## src/rtl/ft_run_monitor.sv

```systemverilog
// Run supervisor for the lockstep multi-core SoC. It checks the cores' instruction
// addresses against each other, detects program completion through the memory-mapped
// flag word, and enforces a run-length timeout. Every output is registered.
module ft_run_monitor #(
  parameter int unsigned NUM_CORES      = 2,
  parameter int unsigned ADDR_W         = 32,
  parameter int unsigned DATA_W         = 32,
  parameter int unsigned CNT_W          = 32,
  parameter int unsigned TIMEOUT_CYCLES = 100,
  parameter int unsigned MISMATCH_TOL   = 1
) (
  input  logic                        clk_i,
  input  logic                        rst_ni,
  input  logic                        start_i,
  input  logic                        clear_i,
  input  logic [NUM_CORES-1:0]        core_en_i,
  input  logic [NUM_CORES*ADDR_W-1:0] instr_addr_i,
  input  logic [DATA_W-1:0]           mem_flag_i,
  input  logic [DATA_W-1:0]           mem_result_i,
  output logic                        busy_o,
  output logic                        done_o,
  output logic                        timeout_o,
  output logic                        diverged_o,
  output logic                        irq_o,
  output logic [DATA_W-1:0]           result_o,
  output logic [CNT_W-1:0]            cycles_o,
  output logic [NUM_CORES-1:0]        diverge_mask_o
);

  // The mismatch counter only has to reach MISMATCH_TOL, because the run ends there.
  localparam int unsigned MisW  = $clog2(MISMATCH_TOL + 1);
  localparam int unsigned MisW1 = MisW + 1;
  localparam int unsigned CntW1 = CNT_W + 1;

  localparam logic [MisW:0]  TolVal = MisW1'(MISMATCH_TOL);
  localparam logic [MisW:0]  MisOne = MisW1'(1);
  localparam logic [CNT_W:0] ToVal  = CntW1'(TIMEOUT_CYCLES);
  localparam logic [CNT_W:0] CntOne = CntW1'(1);

  typedef enum logic [2:0] {StIdle, StRun, StDone, StTimeout, StDiverged} state_e;

  state_e state_q, state_d;

  logic [CNT_W-1:0]     cycles_q, cycles_d;
  logic [DATA_W-1:0]    result_q, result_d;
  logic [NUM_CORES-1:0] mask_q, mask_d;
  logic [MisW-1:0]      mis_cnt_q, mis_cnt_d;
  logic                 busy_q, busy_d;
  logic                 done_q, done_d;
  logic                 timeout_q, timeout_d;
  logic                 diverged_q, diverged_d;
  logic                 irq_q, irq_d;

  logic [ADDR_W-1:0]    ref_addr;
  logic                 ref_found;
  logic [NUM_CORES-1:0] cmp_mask;
  logic                 mismatch;
  logic [MisW:0]        mis_inc;
  logic [CNT_W:0]       cyc_inc;
  logic [CNT_W-1:0]     cycles_sat;
  logic                 flag_hit;
  logic                 div_hit;
  logic                 to_hit;

  // Lockstep compare against the lowest-index enabled core. A lone enabled core
  // matches itself, so fewer than two enabled cores never reports a mismatch.
  always_comb begin
    ref_found = 1'b0;
    ref_addr  = '0;
    cmp_mask  = '0;
    for (int i = 0; i < NUM_CORES; i++) begin
      if (core_en_i[i] && !ref_found) begin
        ref_found = 1'b1;
        ref_addr  = instr_addr_i[i*ADDR_W +: ADDR_W];
      end
    end
    for (int i = 0; i < NUM_CORES; i++) begin
      cmp_mask[i] = core_en_i[i] && (instr_addr_i[i*ADDR_W +: ADDR_W] != ref_addr);
    end
    mismatch   = |cmp_mask;
    mis_inc    = {1'b0, mis_cnt_q} + MisOne;
    cyc_inc    = {1'b0, cycles_q} + CntOne;
    cycles_sat = cyc_inc[CNT_W] ? {CNT_W{1'b1}} : cyc_inc[CNT_W-1:0];
    flag_hit   = (mem_flag_i != '0);
    div_hit    = mismatch && (mis_inc == TolVal);
    to_hit     = (TIMEOUT_CYCLES != 0) && (cyc_inc == ToVal);
  end

  // State register
  always_ff @(posedge clk_i or negedge rst_ni) begin
    if (!rst_ni) begin
      state_q <= StIdle;
    end else begin
      state_q <= state_d;
    end
  end

  // Next-state logic. RUN exits are prioritised: completion, then divergence, then timeout.
  always_comb begin
    state_d = state_q;
    case (state_q)
      StIdle:     if (start_i) state_d = StRun;
      StRun: begin
        if (flag_hit)     state_d = StDone;
        else if (div_hit) state_d = StDiverged;
        else if (to_hit)  state_d = StTimeout;
      end
      StDone, StTimeout, StDiverged: if (clear_i) state_d = StIdle;
      default:    state_d = StIdle;
    endcase
  end

  // Next values for the registered outputs. Captured values are held outside RUN.
  always_comb begin
    cycles_d   = cycles_q;
    result_d   = result_q;
    mask_d     = mask_q;
    mis_cnt_d  = mis_cnt_q;
    case (state_q)
      StIdle: begin
        if (start_i) begin
          cycles_d  = '0;
          result_d  = '0;
          mask_d    = '0;
          mis_cnt_d = '0;
        end
      end
      StRun: begin
        // The exit cycle still counts, so the cycle count advances unconditionally.
        cycles_d  = cycles_sat;
        mis_cnt_d = mismatch ? mis_inc[MisW-1:0] : '0;
        if (flag_hit)     result_d = mem_result_i;
        else if (div_hit) mask_d   = cmp_mask;
      end
      default: ;
    endcase
    busy_d     = (state_d == StRun);
    done_d     = (state_d == StDone);
    timeout_d  = (state_d == StTimeout);
    diverged_d = (state_d == StDiverged);
    irq_d      = (state_q == StRun) && (state_d != StRun);
  end

  // Output and datapath registers
  always_ff @(posedge clk_i or negedge rst_ni) begin
    if (!rst_ni) begin
      cycles_q   <= '0;
      result_q   <= '0;
      mask_q     <= '0;
      mis_cnt_q  <= '0;
      busy_q     <= 1'b0;
      done_q     <= 1'b0;
      timeout_q  <= 1'b0;
      diverged_q <= 1'b0;
      irq_q      <= 1'b0;
    end else begin
      cycles_q   <= cycles_d;
      result_q   <= result_d;
      mask_q     <= mask_d;
      mis_cnt_q  <= mis_cnt_d;
      busy_q     <= busy_d;
      done_q     <= done_d;
      timeout_q  <= timeout_d;
      diverged_q <= diverged_d;
      irq_q      <= irq_d;
    end
  end

  assign busy_o         = busy_q;
  assign done_o         = done_q;
  assign timeout_o      = timeout_q;
  assign diverged_o     = diverged_q;
  assign irq_o          = irq_q;
  assign result_o       = result_q;
  assign cycles_o       = cycles_q;
  assign diverge_mask_o = mask_q;

endmodule

```

## config.mk

```make
export PLATFORM = sky130hd
export DESIGN_NAME = ft_run_monitor
export DESIGN_NICKNAME = d
export VERILOG_FILES = /design/src/rtl/ft_run_monitor.sv
export SDC_FILE = /design/constraint.sdc
export NUM_CORES = 1
export LEC_CHECK = 0
export ABC_AREA = 1
export CORE_AREA = 4 4 134 136
export CTS_CLUSTER_SIZE = 40
export DETAILED_ROUTE_END_ITERATION = 10
export DIE_AREA = 0 0 138 140
export PLACE_DENSITY_LB_ADDON = 0.12
export SLEW_MARGIN = 10
export SYNTH_ARGS = -nofsm -noshare
export SYNTH_HDL_FRONTEND = slang
export SYNTH_SLANG_ARGS = --single-unit
export TNS_END_PERCENT = 10
```

## constraint.sdc

```tcl
create_clock -name clk_i -period 3.1 [get_ports clk_i]
set_input_delay 0.465 -clock clk_i [delete_from_list [all_inputs] [get_ports clk_i]]
set_output_delay 0.465 -clock clk_i [all_outputs]
set_load 0.1 [all_outputs]
```

==> results of run 1 <==
==> power by group through the flow <==
stage	Sequential, mW	Clock [mW]	Combinational, mW
6_report	1.32	1.27	2.76
5_1_grt	1.35	1.34	2.92
4_1_cts	1.32	1.30	2.79
3_5_place_dp	1.33	0	2.79
3_3_place_gp	1.33	0	2.79
2_1_floorplan	2.76	0	0.587
==> per-layer routing <==
layer,wire [um],GRT usage
met3,1270,0.0652
met1,6970,0.200
met2,8330,0.302
met4,260,0.0416
met5,0,0
==> sequential cells by signal, indices dropped and copies added, names as in the netlist <==
register and cells:
busy_o 1, cycles_o 32, diverge_mask_o 2, diverged_o 1, done_o 1, irq_o 1, mis_cnt_q 1, result_o 32
state_q 3, timeout_o 1
==> layout by cell type, fill, tap and decap left out <==
cell type	instances
nand2_1	225
clkdlybuf4s50_1	132
nand3_1	92
o21ai_0	89
buf_4	81
dfrtp_1	75
nor2_1	63
inv_1	58
nand4_1	15
or2_2	12
or2_1	11
or2_0	10
nor2_2	9
clkbuf_16	9
nor4_1	8
nand2_2	8
o21ai_1	5
nor2_4	5
inv_2	5
xor2_1	5
nand3_2	3
a21oi_1	3
clkbuf_8	3
bufinv_16	3
nor3_2	2
o22ai_1	2
buf_12	2
nand2_4	1
nand3b_1	1
or4_1	1
nor3_1	1
a21boi_1	1
a22oi_1	1
ha_1	1
clkinv_2	1
==> cell type report <==
cell class / instances / share of cell area
Inverter: 63 / 0.0318
Clock inverter: 4 / 0.0128
Timing Repair Buffer: 215 / 0.265
Sequential cell: 75 / 0.253
Clock buffer: 12 / 0.0359
Multi-Input combinational cell: 574 / 0.364
Tap cell: 225 / 0.0379
==> final timing paths <==
path | startpoint | endpoint | slack (ps) | cells after the start
worst max-delay path | cycles_o[1] | timeout_o | 750 | 15
worst min-delay path | rst_ni | cycles_o[29] | 70 | 1
worst max register to register | cycles_o[1] | timeout_o | 750 | 15
worst min register to register | result_o[17] | result_o[17] | 500 | 2
max in group asynchronous | rst_ni | result_o[5] | 2310 | 2
min in group clk_i | result_o[17] | result_o[17] | 500 | 2
==> cell families (layout without fill, tap and decap cells) <==
family,after synthesis,count (layout)
and+or+nand+nor,467,467
adders and majority gates,1,1
AOI/OAI and AO/OA,101,101
buffers and inverters,94,294
DFF,75,75
xor gates and xnor gates,5,5
==> through the flow <==
| stage | hold slack (ps) | setup slack (ps) |
|---|---|---|
| 2_1_floorplan | 169 | 439 |
| 3_3_place_gp | 463 | 478 |
| 3_5_place_dp | 461 | 439 |
| 4_1_cts | 90.0 | 726 |
| 5_1_grt | 109 | 413 |
| 6_report | 69.9 | 747 |
==> worst max-delay path, stage by stage (launching register included) <==
cell,delay (ps)
dfrtp_1,390
ha_1,240
nand2_1,80
nor2_2,150
nand2_2,130
nor2_1,230
nand2_1,90
nand2_1,60
nand2_1,60
nor2_1,130
nand2_1,90
nor2_1,150
nand3_2,140
nand2_2,80
nand2_2,70
a21boi_1,170
==> out/results.ini, run 1 <==
[timing]
max_freq_mhz=425
setup_tns_ps=0
min_period_ps=2350
finalSetupViolCount=0
grt_setup_unrepaired=no
hold_violations=0
period_share=0.759
drv_slew=0
tightest_slew_ps=685
fin_skew_ps=4.90
slew_headroom=0.543

[job]
max_cap_violations=0

[detailed_routing]
dr.pass1.iters=4
viasPerCell=4.67
wire_per_inst_um=14.4
ant_nets=0
wirelength_um=16800
drtIter0Drc=262
num_vias=5450
drc_errors=0

[global_route]
grt_pass1_vias=5368
grt_overflow=0
grt_max_degree=67
grt_antenna_before_repair=0
grt_util_all_layers=0.172
grt_pass1_wl_um=27100

[floorplanning]
fp.dieH_um=140
rows=48
ios=205
die-area_um2=19300
die_w_um=138
start_util=0.292
core_area_um2=16900

[power]
swShare=0.500
internal_power_mw=2.67
pwr-share-comb=0.517
power.leakage_nw=3.45
pwr-share-seq=0.247
irDropWorstVdd_uv=570
p_sw_mw=2.67
finalPower_mw=5.35
pwr-share-clk=0.237
power_density_nw_per_um2=720

[setup_path]
crit_fanout=5
cp.required_ps=3350
crit_type=register to register
cp-start-kind=register
cp.arrival_ps=2610
crit_path_end_kind=register

[logic_synthesis]
synth_top_family_by_area=simple AND/OR/NAND/NOR gates
synth-edff-count=0
synth_top_area_cell=dfrtp_1
yosysMostFrequentCell=nand2_1
synthMuxAreaShare=0
synthXorXnorAreaFrac=0.00884
ys_types=31
synth_area_um2=4950
synth-simple-area-share=0.430
synth_warnings=0
synth_commonest_cells=nand2_1, nand3_1, o21ai_0
synth-compound-area-share=0.104
synth_ff_type=dfrtp_1
synth_nets=878
syn_area_per_cell_um2=6.67
yosys-top-cells-area=dfrtp_1, nand2_1, nand3_1
synth_adder_area_share=0.00253
synth-seq-area-share=0.379
synth-async-reset-ratio=1.00
synthCells=743
synth_top_area_frac=0.379
ys_ff_latch=75

[clock_tree]
clock_path_buffers=2
post_cts_buffers=0
cts.sinks=75
cts_tree=yes
cts-htree-levels=3
ctsResizeCount=0
cts_made_buffers=9
clkLatencyLatePin_ps=340
clkTransAtPathRegs_ps=60
root_buffer=clkbuf_16
cts_hold_buf=0

[place]
dp_cells=1152
io_buffers=204
dpl-instance-area_um2=7070
place.gp.congestion=0.880
hpwl_um=13100

[worst_hold_path]
min_path_type=input port to asynchronous set/reset pin

[finish]
multi_input_area_um2=2710
insertedDiodeCount=0
final_area_um2=7430
n_fill_cell=1787
nets=1073
register_area_um2=1880
final_cells=1168
fin_util=0.439
area_growth_pct=50.1
drive_gt1_frac=0.153

[run_status]
status=finished, final reports clean

Power figures use the tool's default switching activity.
==> run 2: changes to the inputs <==
==> constraint.sdc (replaced) <==
create_clock -name clk_i -period 2.3 [get_ports clk_i]
set_input_delay 0.345 -clock clk_i [delete_from_list [all_inputs] [get_ports clk_i]]
set_output_delay 0.345 -clock clk_i [all_outputs]
set_load 0.1 [all_outputs]
==> run 2 against run 1 <==
  * Non-clock buffer count increased by 17
  * Flip-flop and latch count unchanged
  * Critical endpoint is now diverged_o
  * Sequential share of layout area decreased by 0.68 points
  * Utilization increased by 2.1 points
  * Design area increased by 4.7%
  * Register-to-register slack got worse by 560 ps
  * First-iteration DRC count increased by 1.1%
  * Power increased by 38%
  * Clock power increased by 41%
  * Worst hold slack improved by 430 ps
  * Largest cell class unchanged
  * Combinational power increased by 39%
==> out/results.ini, run 2 (synthesis results as in run 1) <==
[detailed_routing]
wl_met1_um=7400  ; +6.2%
ant_nets=0  ; unchanged
top_layer=met4
dr_wl_met3_um=969  ; -24%
wire_per_inst_um=14.3  ; -0.58%
viasPerCell=4.65  ; -0.30%
wirelength_um=17000  ; +0.87%
drtIter0Drc=265  ; +1.1%
dr.pass1.iters=4  ; unchanged
drc_errors=0  ; unchanged
wl_met2_um=8260  ; -0.86%
num_vias=5513  ; +1.2%

[finish]
final_common_cell=nand2_1
drive_gt1_frac=0.206  ; +0.0535
area_growth_pct=57.2
insertedDiodeCount=0  ; unchanged
final_cells=1185  ; +1.5%
final_cell_mix=nand2_1, clkdlybuf4s50_1, buf_4
nets=1090  ; +1.6%
final_area_um2=7780  ; +4.7%
fin_util=0.460  ; +0.0208

[setup_path]
timing.rr.end=diverged_o
r2r_start=cycles_o[0]
rr_worst_depth=16  ; +1
cp_common_cell=nand2_1
slowest_delay_ps=490  ; +100 ps
crit_slowest_cell=dfrtp_4
cp.arrival_ps=2330  ; -280 ps
worst-path-buf-inv=1  ; +1
crit_fanout=5  ; unchanged
cp-start-kind=register
crit_path_end_kind=register
reg2reg_slack_ps=190  ; -560 ps
crit_type=register to register
crit_path_cell_trace=ha_4 > nand2_2 > nor2_4 > nand2_4 > nor2_4 > buf_4 > nand2_1 > nand2_1 > nor2_1 > nand2_1 > nor2_2 > nand3_2 > nand2_1 > nand2_1 > nand3b_1 > nand2_1
cp.required_ps=2520  ; -830 ps
cp_top_family=simple AND/OR/NAND/NOR gates

[clock_tree]
cts-htree-levels=3  ; unchanged
cts.sinks=75  ; unchanged
cts_made_buffers=9  ; unchanged
clkTransAtPathRegs_ps=60  ; about the same
cts_tree=yes
clkLatencyLatePin_ps=340  ; about the same
root_buffer=clkbuf_16
clock_path_buffers=2  ; unchanged

[floorplanning]
die_w_um=138  ; unchanged
start_util=0.292  ; unchanged
fp.dieH_um=140  ; unchanged
ios=205  ; unchanged
die-area_um2=19300  ; unchanged
rows=48  ; unchanged
core_area_um2=16900  ; unchanged

[timing]
finalSetupViolCount=0  ; unchanged
setup_tns_ps=0  ; unchanged
drv_slew=0  ; unchanged
grt_setup_unrepaired=no
tightest_slew_ps=536  ; -149 ps
slew_headroom=0.643  ; +0.0994
period_share=0.918  ; +0.159
setup_ws_ps=188  ; -559 ps
hold_violations=0  ; unchanged
max_freq_mhz=473  ; +11%
fin_skew_ps=8.09  ; +3.19 ps
holdWs_ps=499  ; +429 ps
min_period_ps=2110  ; -241 ps

[global_route]
grt_util_all_layers=0.174  ; +0.00166
grt_pass1_vias=5440  ; +1.3%
grt_max_degree=67  ; unchanged
grt_antenna_before_repair=0  ; unchanged
grt_pass1_wl_um=27700  ; +2.2%
grt_overflow=0  ; unchanged

[worst_hold_path]
hold_path_end=result_o[18]
hold_depth=2
worstHoldStart=result_o[18]
min_path_type=register to register

[power]
power.leakage_nw=3.54  ; +2.6%
irDropWorstVdd_uv=975  ; +71%
finalPower_mw=7.41  ; +38%
power_density_nw_per_um2=951  ; +32%

[run_status]
status=finished, final reports clean

[place]
hpwl_um=13100  ; -0.30%
pre_cts_ws_ps=-178  ; -618 ps
place.gp.congestion=0.865  ; -1.6%
dp_cells=1166  ; +1.2%
io_buffers=204  ; unchanged
dpl-instance-area_um2=7270  ; +2.9%

[job]
max_cap_violations=0  ; unchanged

==> run 2: what timing repair did <==
item                                    4_1_cts  5_1_grt
endpoints found under the hold margin        15        0
buffers inserted                              0        1
endpoints found under the setup margin        0        7
resized for setup                             0       23
hold buffers                                  1        0
==> run 2: worst max path at each step <==
stage | from | to | slack [ps] | cells past startpoint
4_1_cts | cycles_o[0] | done_o | 40 | 15
3_3_place_gp | core_en_i[0] | irq_o | -140 | 17
6_report | cycles_o[0] | diverged_o | 190 | 16
5_1_grt | cycles_o[14] | diverged_o | 9 | 15
2_1_floorplan | cycles_o[24] | diverged_o | 8 | 15
3_5_place_dp | core_en_i[0] | irq_o | -180 | 19
==> run 2: report_power, final <==
| part | switching, mW | internal [mW] | total, mW |
|---|---|---|---|
| Clock | 0.586 | 1.20 | 1.79 |
| Sequential | 0.164 | 1.62 | 1.79 |
| Combinational | 2.91 | 0.922 | 3.83 |
| Total | 3.66 | 3.75 | 7.41 |
==> run 2: worst register-to-register path, cell delays in order (launching register included) <==
cell      delay (ps)
dfrtp_4          490
ha_4             180
nand2_2           70
nor2_4            50
nand2_4          110
nor2_4            60
buf_4            140
nand2_1          100
nand2_1           90
nor2_1           110
nand2_1           70
nor2_2           120
nand3_2          110
nand2_1           70
nand2_1           40
nand3b_1          90
nand2_1           70
==> run 2: layer usage <==
metal | GRT usage | vias to the layer above
met5 | 0 | -
met4 | 0.0499 | 0
met3 | 0.0475 | 23
met2 | 0.297 | 136
met1 | 0.217 | 2513
li1 | - | 2841
==> run 2: cell type report <==
| type | count | area, um2 |
|---|---|---|
| multi-input combinational | 574 | 2790 |
| clock inverter | 6 | 136 |
| timing repair buffer | 232 | 2180 |
| clock buffer | 10 | 239 |
| sequential | 75 | 1910 |
| tap | 225 | 282 |
| inverter | 63 | 239 |
| fill | 1749 | 9150 |
